===== src/rtl/riscv_regfile_bist_pkg.sv =====
// -----------------------------------------------------------------------------
// riscv_regfile_bist_pkg
// Shared definitions for the register-file BIST slice:
//   XLEN          default datapath width (multiple of 8)
//   bist_state_e  FSM state encoding (IDLE/WRITE/READ/DONE)
//   LAST_ADDR     last register index visited in each phase
//   mirror_addr() read-port-2 address partner of the counter value (31 - a)
// Optional feature macro used by the slice: REGFILE_BIST_INV_EN
// -----------------------------------------------------------------------------
package riscv_regfile_bist_pkg;

   localparam int XLEN = 32;

   typedef enum logic [1:0] {
      S_IDLE  = 2'd0,
      S_WRITE = 2'd1,
      S_READ  = 2'd2,
      S_DONE  = 2'd3
   } bist_state_e;

   localparam logic [4:0] LAST_ADDR = 5'd31;

   // rs2 walks the file from the top while rs1 walks from the bottom
   function automatic logic [4:0] mirror_addr(input logic [4:0] a);
      return LAST_ADDR - a;
   endfunction

endpackage


===== src/rtl/riscv_regfile_bist_pat.sv =====
// -----------------------------------------------------------------------------
// riscv_regfile_bist_pat
// Combinational pattern generator for the register-file BIST.
//   P(a) = {XLEN/8{3'b101, a[4:0]}},  D(a) = inv ? ~P(a) : P(a)
//   E(n) = 0 for n == 0 (x0 is hardwired), D(n) otherwise
// Ports:
//   i_a      counter value a
//   i_inv    pass flag (0 = true data, 1 = inverted data)
//   o_d      write data D(a)
//   o_e_rs1  expected read data on rs1, E(a)
//   o_e_rs2  expected read data on rs2, E(31 - a)
// Optional feature macro of this slice: REGFILE_BIST_INV_EN (not used here)
// -----------------------------------------------------------------------------
module riscv_regfile_bist_pat #(
   parameter int XLEN = 32
) (
   input  logic [4:0]      i_a,
   input  logic            i_inv,
   output logic [XLEN-1:0] o_d,
   output logic [XLEN-1:0] o_e_rs1,
   output logic [XLEN-1:0] o_e_rs2
);
   import riscv_regfile_bist_pkg::*;

   logic [4:0]      m_s;
   logic [XLEN-1:0] p_a_s;
   logic [XLEN-1:0] p_m_s;
   logic [XLEN-1:0] d_a_s;
   logic [XLEN-1:0] d_m_s;

   // Build true/inverted patterns for both the counter address and its mirror
   always_comb begin
      m_s   = mirror_addr(i_a);
      p_a_s = {(XLEN/8){3'b101, i_a}};
      p_m_s = {(XLEN/8){3'b101, m_s}};
      if (i_inv) begin
         d_a_s = ~p_a_s;
         d_m_s = ~p_m_s;
      end else begin
         d_a_s = p_a_s;
         d_m_s = p_m_s;
      end
   end

   // x0 always reads back zero whatever was written to it
   always_comb begin
      o_d = d_a_s;
      if (i_a == 5'd0) begin
         o_e_rs1 = {XLEN{1'b0}};
      end else begin
         o_e_rs1 = d_a_s;
      end
      if (m_s == 5'd0) begin
         o_e_rs2 = {XLEN{1'b0}};
      end else begin
         o_e_rs2 = d_m_s;
      end
   end

endmodule


===== src/rtl/riscv_regfile_bist.sv =====
// -----------------------------------------------------------------------------
// riscv_regfile_bist
// March-style BIST for a 32-entry RISC-V integer register file. A start in
// IDLE writes D(a) to every register (WRITE, 32 cycles), then reads the file
// through both read ports, rs1 ascending and rs2 descending (READ, 32 cycles),
// and pulses done for one cycle (DONE). The first mismatch is latched.
// Optional feature macro: REGFILE_BIST_INV_EN -- adds a second WRITE/READ
// pass with inverted data before DONE (128 busy cycles instead of 64).
// Ports:
//   i_clk, i_rstn                  clock, async active-low reset
//   i_bist_start                   start request, sampled only in IDLE
//   o_regfile_rd_addr/_data/_wen   regfile write port
//   o_regfile_rs1_addr/_rs2_addr   regfile read addresses
//   i_regfile_rs1_data/_rs2_data   combinational regfile read data
//   o_bist_busy                    high in WRITE and READ
//   o_bist_done                    one-cycle completion pulse
//   o_bist_fail, o_bist_fail_addr  sticky fail flag, first failing register
// All outputs are registered; they are computed from next-state values so
// that they line up with the state they belong to.
// -----------------------------------------------------------------------------
module riscv_regfile_bist #(
   parameter int XLEN = riscv_regfile_bist_pkg::XLEN
) (
   input  logic            i_clk,
   input  logic            i_rstn,
   input  logic            i_bist_start,
   output logic [4:0]      o_regfile_rd_addr,
   output logic [XLEN-1:0] o_regfile_rd_data,
   output logic            o_regfile_rd_wen,
   output logic [4:0]      o_regfile_rs1_addr,
   output logic [4:0]      o_regfile_rs2_addr,
   input  logic [XLEN-1:0] i_regfile_rs1_data,
   input  logic [XLEN-1:0] i_regfile_rs2_data,
   output logic            o_bist_busy,
   output logic            o_bist_done,
   output logic            o_bist_fail,
   output logic [4:0]      o_bist_fail_addr
);
   import riscv_regfile_bist_pkg::*;

   bist_state_e     state_q,     state_d;
   logic [4:0]      a_q,         a_d;
   logic            inv_q,       inv_d;
   logic            wen_q,       wen_d;
   logic [4:0]      rd_addr_q,   rd_addr_d;
   logic [XLEN-1:0] rd_data_q,   rd_data_d;
   logic [4:0]      rs1_addr_q,  rs1_addr_d;
   logic [4:0]      rs2_addr_q,  rs2_addr_d;
   logic            busy_q,      busy_d;
   logic            done_q,      done_d;
   logic            fail_q,      fail_d;
   logic [4:0]      fail_addr_q, fail_addr_d;
   logic [XLEN-1:0] exp_rs1_q,   exp_rs1_d;
   logic [XLEN-1:0] exp_rs2_q,   exp_rs2_d;

   logic [XLEN-1:0] pat_d_s;
   logic [XLEN-1:0] pat_e1_s;
   logic [XLEN-1:0] pat_e2_s;
   logic            rs1_mis_s;
   logic            rs2_mis_s;

   // Patterns are evaluated for the next cycle's address so they can be registered
   riscv_regfile_bist_pat #(.XLEN(XLEN)) u_pat (
      .i_a     (a_d),
      .i_inv   (inv_d),
      .o_d     (pat_d_s),
      .o_e_rs1 (pat_e1_s),
      .o_e_rs2 (pat_e2_s)
   );

   // State register, address counter and pass flag
   always_ff @(posedge i_clk or negedge i_rstn) begin
      if (!i_rstn) begin
         state_q <= S_IDLE;
         a_q     <= 5'd0;
         inv_q   <= 1'b0;
      end else begin
         state_q <= state_d;
         a_q     <= a_d;
         inv_q   <= inv_d;
      end
   end

   // Next-state, counter and pass sequencing
   always_comb begin
      state_d = state_q;
      a_d     = a_q;
      inv_d   = inv_q;
      case (state_q)
         S_IDLE: begin
            if (i_bist_start) begin
               state_d = S_WRITE;
               a_d     = 5'd0;
               inv_d   = 1'b0;
            end else begin
               state_d = S_IDLE;
            end
         end
         S_WRITE: begin
            a_d = a_q + 5'd1;               // 31 wraps to 0 for the READ phase
            if (a_q == LAST_ADDR) begin
               state_d = S_READ;
            end else begin
               state_d = S_WRITE;
            end
         end
         S_READ: begin
            a_d = a_q + 5'd1;
            if (a_q == LAST_ADDR) begin
`ifdef REGFILE_BIST_INV_EN
               if (!inv_q) begin
                  state_d = S_WRITE;        // second pass with inverted data
                  inv_d   = 1'b1;
               end else begin
                  state_d = S_DONE;
               end
`else
               state_d = S_DONE;
`endif
            end else begin
               state_d = S_READ;
            end
         end
         S_DONE: begin
            state_d = S_IDLE;               // start is ignored here
         end
         default: begin
            state_d = S_IDLE;
            a_d     = 5'd0;
            inv_d   = 1'b0;
         end
      endcase
`ifndef REGFILE_BIST_INV_EN
      inv_d = 1'b0;
`endif
   end

   assign rs1_mis_s = (i_regfile_rs1_data != exp_rs1_q);
   assign rs2_mis_s = (i_regfile_rs2_data != exp_rs2_q);

   // Output values for the upcoming state plus sticky fail capture
   always_comb begin
      wen_d       = 1'b0;
      rd_addr_d   = 5'd0;
      rd_data_d   = {XLEN{1'b0}};
      rs1_addr_d  = 5'd0;
      rs2_addr_d  = 5'd0;
      busy_d      = 1'b0;
      done_d      = 1'b0;
      exp_rs1_d   = pat_e1_s;
      exp_rs2_d   = pat_e2_s;
      fail_d      = fail_q;
      fail_addr_d = fail_addr_q;
      case (state_d)
         S_WRITE: begin
            wen_d     = 1'b1;
            rd_addr_d = a_d;
            rd_data_d = pat_d_s;
            busy_d    = 1'b1;
         end
         S_READ: begin
            rs1_addr_d = a_d;
            rs2_addr_d = mirror_addr(a_d);
            busy_d     = 1'b1;
         end
         S_DONE: begin
            done_d = 1'b1;
         end
         S_IDLE: begin
            done_d = 1'b0;
         end
         default: begin
            done_d = 1'b0;
         end
      endcase
      // Only the first mismatch is recorded; rs1 wins a same-cycle tie
      if ((state_q == S_IDLE) && i_bist_start) begin
         fail_d      = 1'b0;
         fail_addr_d = 5'd0;
      end else if ((state_q == S_READ) && !fail_q) begin
         if (rs1_mis_s) begin
            fail_d      = 1'b1;
            fail_addr_d = a_q;
         end else if (rs2_mis_s) begin
            fail_d      = 1'b1;
            fail_addr_d = mirror_addr(a_q);
         end else begin
            fail_d      = fail_q;
         end
      end else begin
         fail_d = fail_q;
      end
   end

   // Registered outputs and expected-data pipeline
   always_ff @(posedge i_clk or negedge i_rstn) begin
      if (!i_rstn) begin
         wen_q       <= 1'b0;
         rd_addr_q   <= 5'd0;
         rd_data_q   <= {XLEN{1'b0}};
         rs1_addr_q  <= 5'd0;
         rs2_addr_q  <= 5'd0;
         busy_q      <= 1'b0;
         done_q      <= 1'b0;
         fail_q      <= 1'b0;
         fail_addr_q <= 5'd0;
         exp_rs1_q   <= {XLEN{1'b0}};
         exp_rs2_q   <= {XLEN{1'b0}};
      end else begin
         wen_q       <= wen_d;
         rd_addr_q   <= rd_addr_d;
         rd_data_q   <= rd_data_d;
         rs1_addr_q  <= rs1_addr_d;
         rs2_addr_q  <= rs2_addr_d;
         busy_q      <= busy_d;
         done_q      <= done_d;
         fail_q      <= fail_d;
         fail_addr_q <= fail_addr_d;
         exp_rs1_q   <= exp_rs1_d;
         exp_rs2_q   <= exp_rs2_d;
      end
   end

   assign o_regfile_rd_wen   = wen_q;
   assign o_regfile_rd_addr  = rd_addr_q;
   assign o_regfile_rd_data  = rd_data_q;
   assign o_regfile_rs1_addr = rs1_addr_q;
   assign o_regfile_rs2_addr = rs2_addr_q;
   assign o_bist_busy        = busy_q;
   assign o_bist_done        = done_q;
   assign o_bist_fail        = fail_q;
   assign o_bist_fail_addr   = fail_addr_q;

endmodule


===== config.mk =====
export PLATFORM = sky130hd
export DESIGN_NAME = riscv_regfile_bist
export DESIGN_NICKNAME = d
export VERILOG_FILES = /design/src/rtl/riscv_regfile_bist_pkg.sv /design/src/rtl/riscv_regfile_bist_pat.sv /design/src/rtl/riscv_regfile_bist.sv
export SDC_FILE = /design/constraint.sdc
export NUM_CORES = 1
export LEC_CHECK = 0
export ABC_AREA = 1
export BUFFER_PORTS_ARGS = -buffer_cell sky130_fd_sc_hd__buf_2
export CAP_MARGIN = 20
export CELL_PAD_IN_SITES_DETAIL_PLACEMENT = 1
export CELL_PAD_IN_SITES_GLOBAL_PLACEMENT = 2
export CORE_MARGIN = 1
export CORE_UTILIZATION = 27
export DETAILED_ROUTE_END_ITERATION = 7
export MAX_ROUTING_LAYER = met4
export PLACE_DENSITY = 0.95
export SETUP_SLACK_MARGIN = 0.1
export SYNTH_ARGS = -nofsm -noshare
export SYNTH_HDL_FRONTEND = slang
export SYNTH_SLANG_ARGS = --single-unit
export TNS_END_PERCENT = 10

===== constraint.sdc =====
create_clock -name i_clk -period 4.86 [get_ports i_clk]
set_clock_uncertainty 0.15 [all_clocks]
set_input_delay 0 -clock i_clk [delete_from_list [all_inputs] [get_ports i_clk]]
set_output_delay 0 -clock i_clk [all_outputs]
set_load 0.02 [all_outputs]

# Word level (Yosys, flattened, before mapping)
# Cells that the tools add are included.
# totals
wordCells	59
in_bits	67
output_inout_bits	56
register_bits	127
# op_classes
n_reduce_logical	11
muxes	23
add_sub_neg	3
n_eq_ne	9
# op_table
op	count
2-to-1 mux 32 bit	3
inequality test 32 bit	2
2-to-1 mux 5 bit	8
logical NOT 5 bit	2
one-hot mux 5 bit (2 select lines)	1
subtractor 5 bit (first input constant)	2
2-to-1 mux 1 bit	9
equality test 2 bit (second input constant)	4
one-hot mux 2 bit (4 select lines)	1
adder 5 x 1 -> 5 bit (second input constant)	1
equality test 5 bit (second input constant)	1
equality test 2 x 1 -> 1 bit (second input constant)	2
OR reduction 2 bit	2
nonzero test 3 bit	1
logical AND 1 bit	2
logical NOT 2 bit	1
2-to-1 mux 2 bit	1
AND reduction 2 bit	1
nonzero test 2 bit	1
logical NOT 1 bit	1

# Logic depth before layout (Yosys ltp)
# Gate-level depths: netlist of run 1.
# depth
depth_word	6
ltp_mapped	14
mapped_depth_nobuf	13

# By module
# Synthesis of run 1 repeated with hierarchy kept, for this count alone.
# hier_totals
hier_cells	838
hier_area_um2	6437.4
# modules_own_cells
mod	area_per_inst_um2	instances	cells_each	seq_area_each_um2
riscv_regfile_bist	5635.4	1	713	3178.0
riscv_regfile_bist_pat	802.0	1	125	0.0

# Worst setup path before layout of run 1
# Ideal clock, no wire load.
# synth_path
path_type	register to register
startpoint	reg a_q[0]
endpoint	reg rd_addr_q[0], in the netlist o_regfile_rd_addr[0]
t_required_ps	4577
path_slack_ps	2819
n_path_buf	0
period_less_slack_ps	2041
setup_time_ps	133
path_stages_with_launch	11
arrival_ps	1758
path_cell_list	dfrtp_1 -> ha_1 -> nand2_1 -> nor2_1 -> ha_1 -> or2_2 -> a31oi_1 -> inv_1 -> ha_1 -> inv_1 -> nor2_1
# synth_via
elab_chain_len	5
elab_cells_between_ends	9
cone_classes	1 x add/sub; 2 x eq/ne; 6 x mux
# synth_lines
element	line	source
from (decl)	riscv_regfile_bist.sv:42	logic [4:0] a_q, a_d;
from (signal assigned)	riscv_regfile_bist.sv:75	a_q <= 5'd0;
from (signal assigned)	riscv_regfile_bist.sv:79	a_q <= a_d;
equality test 5 bit (*)	riscv_regfile_bist.sv:101, riscv_regfile_bist.sv:109	
2-to-1 mux 1 bit / 2-to-1 mux 2 bit (equally long branches)	riscv_regfile_bist.sv:109, riscv_regfile_bist.sv:101	
one-hot mux 2 bit (4 select lines) (*)	riscv_regfile_bist.sv:89	case (state_q)
net state_d[0]	riscv_regfile_bist.sv:41	bist_state_e state_q, state_d;
equality test 2 x 1 -> 1 bit (*)	riscv_regfile_bist.sv:154	case (state_d)
2-to-1 mux 5 bit (*)	riscv_regfile_bist.sv:154	
net rd_addr_d[0]	riscv_regfile_bist.sv:45	logic [4:0] rd_addr_q, rd_addr_d;
to (signal assigned)	riscv_regfile_bist.sv:211	rd_addr_q <= rd_addr_d;
to (decl)	riscv_regfile_bist.sv:45	
# Mark *: on every way through the listed nets, which the timed path passes. The rest lies on a longest branch.
# A chain may end at the register's enable or synchronous reset.

# Worst setup path in the final report of run 1
# layout_path
startpoint	reg a_q[1]
endpoint	reg rs1_addr_q[0], in the netlist o_regfile_rs1_addr[0]
# layout_via
elab_chain_len	5
elab_cells_between_ends	6
cone_classes	2 x eq/ne; 4 x mux
# layout_lines
element	line	source
equality test 5 bit (*)	riscv_regfile_bist.sv:101, riscv_regfile_bist.sv:109	
2-to-1 mux 1 bit / 2-to-1 mux 2 bit (equally long branches)	riscv_regfile_bist.sv:109, riscv_regfile_bist.sv:101	
one-hot mux 2 bit (4 select lines) (*)	riscv_regfile_bist.sv:89	
equality test 2 bit (*)	riscv_regfile_bist.sv:154	
2-to-1 mux 5 bit (*)	riscv_regfile_bist.sv:154	
net rs1_addr_d[0]	riscv_regfile_bist.sv:47	logic [4:0] rs1_addr_q, rs1_addr_d;
to (signal assigned)	riscv_regfile_bist.sv:213	rs1_addr_q <= rs1_addr_d;
to (decl)	riscv_regfile_bist.sv:47	
# Marked as above.

==> results by group, run 1 <==
Outcome
  • Outcome: completed

Global routing
  • GR Overflow Total: 0
  • Number of global-route vias before repair: slightly below 3,000
  • First-pass GRT wire length: ~13,000 µm
  • Total GRT Usage: between 10% and 20%
  • Largest net degree at the start of global routing: 44
  • Initial antenna violation count: 0

Synth
  • Commonest cells post-synth: nand2_1 (163), inv_1 (71), nor2_1 (66), dfrtp_1 (43), buf_4 (36)
  • Xor and xnor area share after synthesis: ~3.7%
  • Cell count after synthesis: 470
  • Mean Syn Cell Area: about 6.6 µm²
  • Multiplexer area fraction after synthesis: 0%
  • Total number of yosys warnings: 0
  • Largest family of logic cells by synthesized area: simple AND/OR/NAND/NOR gates
  • Synth top area share: a little over a third
  • Seq/Total Area, Yosys: roughly a third
  • Yosys top cell by area: dfrtp_1
  • Post-synthesis register bit count: 43
  • Post-synthesis compound-gate area fraction: approximately 3.8%
  • Synth unique cells: 27
  • Mapped Area: around 3100 µm²
  • Most instantiated library cell after synthesis: nand2_1
  • Simple-gate area share of the yosys netlist: between 30% and 40%
  • Asr flop ratio synth: between 90% and 100%
  • Prevailing post-synth register cell: dfrtp_1
  • Synth area leaders: dfrtp_1 (35%), nand2_1 (20%), buf_4 (8.7%)
  • Number of flops mapped to enable cells by yosys: 0
  • Post-Synth Adder-Cell Area: between 3 and 4%

Cells and area
  • N_diodes: 0
  • Filler instances: between 1,000 and 1,500
  • Final nets: ~640
  • Share of layout cells above drive strength 1: around a quarter
  • P&R area growth vs syn: 21.5%
  • Finished Cell Area: 3760 µm²

Job
  • Max-cap check violation count: 0

Route
  • DR vias: 3,010
  • Drt total wl: a little over 8000 µm
  • Remaining antenna violation count: 0
  • Drt wl/cell: roughly 12 µm
  • Iter 0 DRT Violations: 71
  • Vias/cell: between 4 and 5
  • # DRC: 0
  • DRT Pass-1 Iters: 4

Floorplan
  • DIE HEIGHT: ~110 µm
  • Die width: 109 µm
  • Die area: about 12,000 µm²
  • Row count: 38
  • Initial Util: 28.1%
  • Core Area: between 10,000 and 15,000 µm²
  • # IOs: about 120

Setup path
  • WP data required: approximately 4900 ps
  • Critical-path cell list: ha_1 > nand2_1 > nor2_1 > ha_1 > or2_2 > a31oi_1 > ha_1 > clkinv_1 > nor2_1
  • Max incr delay on CP: 420 ps
  • Crit path kind: reg2reg
  • Crit path max-delay family: simple AND/OR/NAND/NOR gates
  • Crit start category: register
  • Buffers & Inverters on Critical Path: 1
  • Crit-path most repeated cell: ha_1
  • CP arrival: 2430 ps
  • CP Max Fanout: 10
  • Critical Path Sink Type: register
  • Slowest cell on the critical path: dfrtp_1

Clocking
  • Setup Fix Bufs, Post-CTS: 0
  • Clock Latency Late Sink: ~280 ps
  • Hold Buf Count CTS: 1
  • PostCTS Resize Cnt: 0
  • H-tree levels: 2
  • CTS buffer count: 5
  • Clock transition at the registers of the reported paths: ~60 ps
  • Clock Sinks: 43
  • CTS root buf: clkbuf_16
  • Clk buf depth: 2
  • TritonCTS clock tree: yes

STA
  • Hold_ws: ~45 ps
  • Final hold vios: 0
  • Tmin final: about 2400 ps
  • Max Fclk: ~420 MHz
  • Setup violators final: 0
  • Max_slew headroom: 38.9%
  • Fin crit share: between 40% and 50%
  • Slew @ Worst Pin: between 900 and 1000 ps
  • TNS Setup: 0 ps
  • RSZ-0062 raised after global routing: false
  • Final max-slew violation count: 0

Place
  • DP Area: 3580 µm²
  • DP HPWL: approximately 7000 µm
  • Input/output buffers: about 120
  • Final GP Congestion: around 0.86

Power
  • Total power draw: roughly 1.7 mW
  • P_leak: around 2.3 nW
  • Peak VDD IR: 0.232 mV
  • Pwr per Cell Area: approximately 440 nW/µm²

Hold path
  • Hold WC Path Type: in2reg
==> cells in the final DEF (no fill, tap or decap) <==
cell type | netlist | layout
nand2_1 | 163 | 163
buf_2 | 0 | 118
inv_1 | 71 | 71
nor2_1 | 66 | 66
dfrtp_1 | 43 | 43
nand3_1 | 21 | 21
o21ai_0 | 11 | 11
xnor2_1 | 10 | 10
ha_1 | 9 | 9
nor2_2 | 6 | 6
inv_2 | 5 | 5
clkbuf_16 | 0 | 5
o21ai_1 | 4 | 4
a21oi_1 | 4 | 4
conb_1 | 1 | 4
xor2_1 | 3 | 3
nand2_4 | 3 | 3
a21boi_1 | 2 | 2
nor3_1 | 2 | 2
or2_2 | 1 | 1
a31oi_1 | 1 | 1
clkinv_1 | 1 | 1
nand3_2 | 1 | 1
nor2_4 | 1 | 1
nand3b_1 | 1 | 1
and2_1 | 1 | 1
nand4_1 | 1 | 1
bufinv_16 | 0 | 1
inv_6 | 0 | 1
clkinvlp_4 | 0 | 1
dlygate4sd3_1 | 0 | 1
==> worst reg2reg max path, cell delays in order, from the launching register on <==
cell	delay (ps)
dfrtp_1	420
ha_1	210
nand2_1	90
nor2_1	50
ha_1	220
or2_2	280
a31oi_1	220
ha_1	200
clkinv_1	230
nor2_1	230
==> metal layers <==
layer	vias up	track usage, %	wire length [µm]
li1	1536	-	-
met1	1401	16.7	3580
met2	68	26.8	4270
met3	5	1.73	344
met4	0	3.19	70
met5	-	-	0
==> sequential cells by signal, indices dropped and copies added, names as in the netlist, 2 cells and up <==
register,count
exp_rs2_q,6
a_q,5
o_bist_fail_addr,5
o_regfile_rs2_addr,5
o_regfile_rd_data,2
state_q,2
exp_rs1_q,6
o_regfile_rd_addr,4
o_regfile_rs1_addr,5
==> cell type report <==
| class | instances | area (µm²) | share of cell area (%) |
|---|---|---|---|
| Clock buffer | 5 | 125 | 3.32 |
| Clock inverter | 3 | 46.3 | 1.23 |
| Tap cell | 140 | 175 | 4.65 |
| Sequential cell | 43 | 1080 | 28.6 |
| Inverter | 77 | 289 | 7.68 |
| Multi-Input combinational cell | 315 | 1450 | 38.6 |
| Timing Repair Buffer | 119 | 601 | 16.0 |
==> where the power goes <==
group	total (mW)	internal [mW]	switching [mW]
clock	0.383	0.244	0.139
sequential	0.549	0.439	0.110
combinational	0.730	0.246	0.484
==> final timing paths <==
| kind | to | slack [ps] | start | depth (start not counted) |
|---|---|---|---|---|
| worst max register to register | o_regfile_rs1_addr[0]$_DFF_PN0_ | 2480 | a_q[1]$_DFF_PN0_ | 9 |
| worst min-delay path | exp_rs1_q[26]$_DFF_PN0_ | 40 | i_bist_start | 4 |
| max in group asynchronous | exp_rs1_q[24]$_DFF_PN0_ | 3750 | i_rstn | 2 |
| worst max-delay path | o_regfile_rs1_addr[0]$_DFF_PN0_ | 2480 | a_q[1]$_DFF_PN0_ | 9 |
| worst min register to register | o_bist_fail_addr[2]$_DFFE_PN0P_ | 370 | o_bist_fail_addr[2]$_DFFE_PN0P_ | 2 |
| min in group asynchronous | o_bist_fail_addr[0]$_DFFE_PN0P_ | 240 | i_rstn | 2 |
==> logic make-up after synthesis <==
logic type / count (synthesis)
DFF: 43
buffers and inverters: 115
AOI/OAI and AO/OA: 22
xor gates and xnor gates: 13
and+or+nand+nor: 267
other: 1
adders and majority gates: 9
==> per-stage QoR <==
stage	worst slack, ps	util, %	instances
5_1_grt	2310	34.1	702
6_report	2480	34.1	702
3_5_place_dp	2500	32.5	693
3_3_place_gp	2620	32.5	693
2_1_floorplan	2820	-	473
4_1_cts	2460	34.1	702
Note: power is estimated with default switching activity, not from simulation.
==> run 2, diff against run 1 <==
--- a/config.mk
+++ b/config.mk
@@ -11,10 +11,10 @@
 export CELL_PAD_IN_SITES_DETAIL_PLACEMENT = 1
 export CELL_PAD_IN_SITES_GLOBAL_PLACEMENT = 2
 export CORE_MARGIN = 1
-export CORE_UTILIZATION = 27
+export CORE_UTILIZATION = 23
 export DETAILED_ROUTE_END_ITERATION = 7
 export MAX_ROUTING_LAYER = met4
-export PLACE_DENSITY = 0.95
+export PLACE_DENSITY = 0.89
 export SETUP_SLACK_MARGIN = 0.1
 export SYNTH_ARGS = -nofsm -noshare
 export SYNTH_HDL_FRONTEND = slang
==> constraint.sdc (replaced) <==
create_clock -name i_clk -period 2 [get_ports i_clk]
set_clock_uncertainty 0.15 [all_clocks]
set_input_delay 0 -clock i_clk [delete_from_list [all_inputs] [get_ports i_clk]]
set_output_delay 0 -clock i_clk [all_outputs]
set_load 0.02 [all_outputs]
==> run 2 against run 1 <==
  * Global-route usage decreased by 0.34 points
  * Combinational power increased to 3.3 times the previous value
  * Critical path depth up 1
  * Utilization down 2.3 points
  * Clock power up 140%
  * Clock-buffer cell count unchanged
  * Sequential power rose by 140%
  * Final area is 12% higher
  * Cell count grew 8.8%
  * Maximum frequency increased by 21%
  * Critical path type unchanged
  * First-iteration DRC count rose by 15%
==> results by group, run 2 (synthesized netlist as in run 1, its figures left out) <==
Outcome
  • Outcome: completed

Cells and area
  • Post-Layout Cell Count: around 760
  • Commonest non-fill, non-tap cell in the layout: nand2_1
  • Register area: around 1100 µm²
  • P&R area growth vs syn: 35.6%
  • Final nets: roughly 660
  • Commonest cells after routing, fill and taps aside: nand2_1 (159), buf_2 (118), inv_1 (64)
  • Finished Cell Area: roughly 4200 µm²
  • N_diodes: 0
  • Multi-input gate area: 1620 µm²
  • Share of layout cells above drive strength 1: around 36%
  • Largest registers: exp_rs1_q x6, exp_rs2_q x6
  • Filler instances: ~1,700

Global routing
  • Number of global-route vias before repair: around 3,200
  • First-pass GRT wire length: ~15,000 µm
  • Total GRT Usage: ~14%
  • GR Overflow Total: 0
  • Initial antenna violation count: 0
  • Largest net degree at the start of global routing: 44

STA
  • Fin crit share: a little over nine tenths
  • Setup violators final: 0
  • Final max-slew violation count: 0
  • Tmin final: 1970 ps
  • Final hold vios: 0
  • Max_slew headroom: a little over three fifths
  • RSZ-0062 raised after global routing: true
  • Slew @ Worst Pin: around 560 ps
  • Max Fclk: ~500 MHz
  • Hold_ws: about 7.4 ps

Place
  • Final GP Congestion: slightly below 0.9
  • Input/output buffers: between 100 and 150
  • DP Cell Count: roughly 750
  • DP Area: around 3800 µm²
  • DP HPWL: between 7000 and 8000 µm

Clocking
  • Clock transition at the registers of the reported paths: approximately 60 ps
  • TritonCTS clock tree: yes
  • CTS buffer count: 5
  • Clock Latency Late Sink: between 200 and 300 ps
  • CTS root buf: clkbuf_16
  • H-tree levels: 2
  • Clock Sinks: 43
  • Clk buf depth: 2

Power
  • P_leak: between 2 and 2.5 nW
  • Total power draw: around 4.7 mW
  • Pwr per Cell Area: between 1000 and 1500 nW/µm²
  • Peak VDD IR: approximately 0.51 mV

Setup path
  • RR Endpoint: o_regfile_rd_addr[2]$_DFF_PN0_
  • Critical Path Sink Type: register
  • R2R Path Start: a_q[0]$_DFF_PN0_
  • Worst Setup SP: a_q[0]$_DFF_PN0_
  • CP Max Fanout: 5
  • WP data required: a little over 2000 ps
  • R2R depth: 10
  • Crit path kind: reg2reg
  • CP arrival: 2000 ps
  • Crit start category: register
  • R2R Setup Slk: between 30 and 40 ps
  • Crit path to: o_regfile_rd_addr[2]$_DFF_PN0_

Hold path
  • Hold WC Path Type: in2reg
  • Depth of the worst hold-timing path: 4

Floorplan
  • # IOs: 123
  • DIE HEIGHT: between 100 and 150 µm
  • Die width: 118 µm
  • Initial Util: 23.5%
  • Die area: roughly 14,000 µm²
  • Core Area: approximately 13,000 µm²
  • Row count: 42

Route
  • Iter 0 DRT Violations: 82
  • DRT Pass-1 Iters: 4
  • Remaining antenna violation count: 0
  • Drt total wl: between 9000 and 10,000 µm
  • DR vias: approximately 3,100
  • # DRC: 0
  • Drt wl/cell: about 12 µm
  • Vias/cell: between 4 and 5

Job
  • Max-cap check violation count: 0
==> run 2: changes by cell type in the layout (fill, tap and decap cells not counted), moves of 4 or more <==
| cell | change |
|---|---|
| nand2_1 | -4 |
| ha_1 | -5 |
| inv_2 | +6 |
| nand2_2 | +4 |
| dfrtp_1 | -6 |
| dfrtp_2 | +6 |
| inv_1 | -7 |
| nor2_1 | -6 |
| buf_4 | +25 |
==> run 2: power by group <==
| group | switching, mW | internal (mW) | total (mW) |
|---|---|---|---|
| Combinational | 1.46 | 0.981 | 2.44 |
| Sequential | 0.238 | 1.07 | 1.31 |
| Clock | 0.342 | 0.589 | 0.930 |
| Total | 2.04 | 2.64 | 4.68 |
==> run 2: how the worst min path moves through the flow <==
stage | startpoint | end | slack, ps
after floorplan | i_rstn | a_q[0]$_DFF_PN0_ | -450
after global placement | i_rstn | o_bist_done$_DFF_PN0_ | -50
after detailed placement | i_rstn | o_bist_busy$_DFF_PN0_ | -30
after CTS | i_bist_start | o_bist_fail$_DFFE_PN0P_ | 30
after global routing | i_bist_start | a_q[3]$_DFF_PN0_ | 30
final | i_bist_start | exp_rs1_q[26]$_DFF_PN0_ | 7
==> run 2: what timing repair did <==
| item | CTS | global route |
|---|---|---|
| endpoints found under the hold margin | 43 | 0 |
| pin swaps | 8 | 5 |
| gates resized for setup | 29 | 19 |
| hold buffers | 1 | 0 |
| setup buffers | 4 | 5 |
| setup endpoints to repair | 25 | 29 |
==> run 2: area by class of cell <==
cell class / count / area share [%]
repair buffers: 145 / 19.2
clock inverters: 3 / 1.04
flip-flops and latches: 43 / 25.8
well taps: 176 / 5.24
clock buffers: 5 / 2.98
multi-input cells: 315 / 38.6
inverters: 77 / 7.12
==> run 2: through the flow <==
stage                     setup WS (ps)  TNS [ps]  utilization [%]
final                              30.7         0             31.9
after global routing              -53.6      -243             31.9
after CTS                          79.1         0             31.2
after detailed placement          -42.9      -138             28.7
after global placement             17.8         0             28.7
after floorplan                    97.4         0                -
==> run 2: metal layers <==
metal	routed length, µm	vias to the layer above	GRT usage (%)
met1	3950	1478	16.2
met3	303	11	1.74
met4	68	0	3.37
li1	-	1585	-
met5	0	-	-
met2	5000	59	26.2
==> run 2: critical path, stage by stage, from the launching register on <==
cell	delay (ps)
dfrtp_1	380
ha_2	200
nand2_2	80
nor2_2	50
ha_2	190
or2_4	240
a31oi_4	180
inv_2	90
ha_4	170
inv_4	70
nor2_1	50
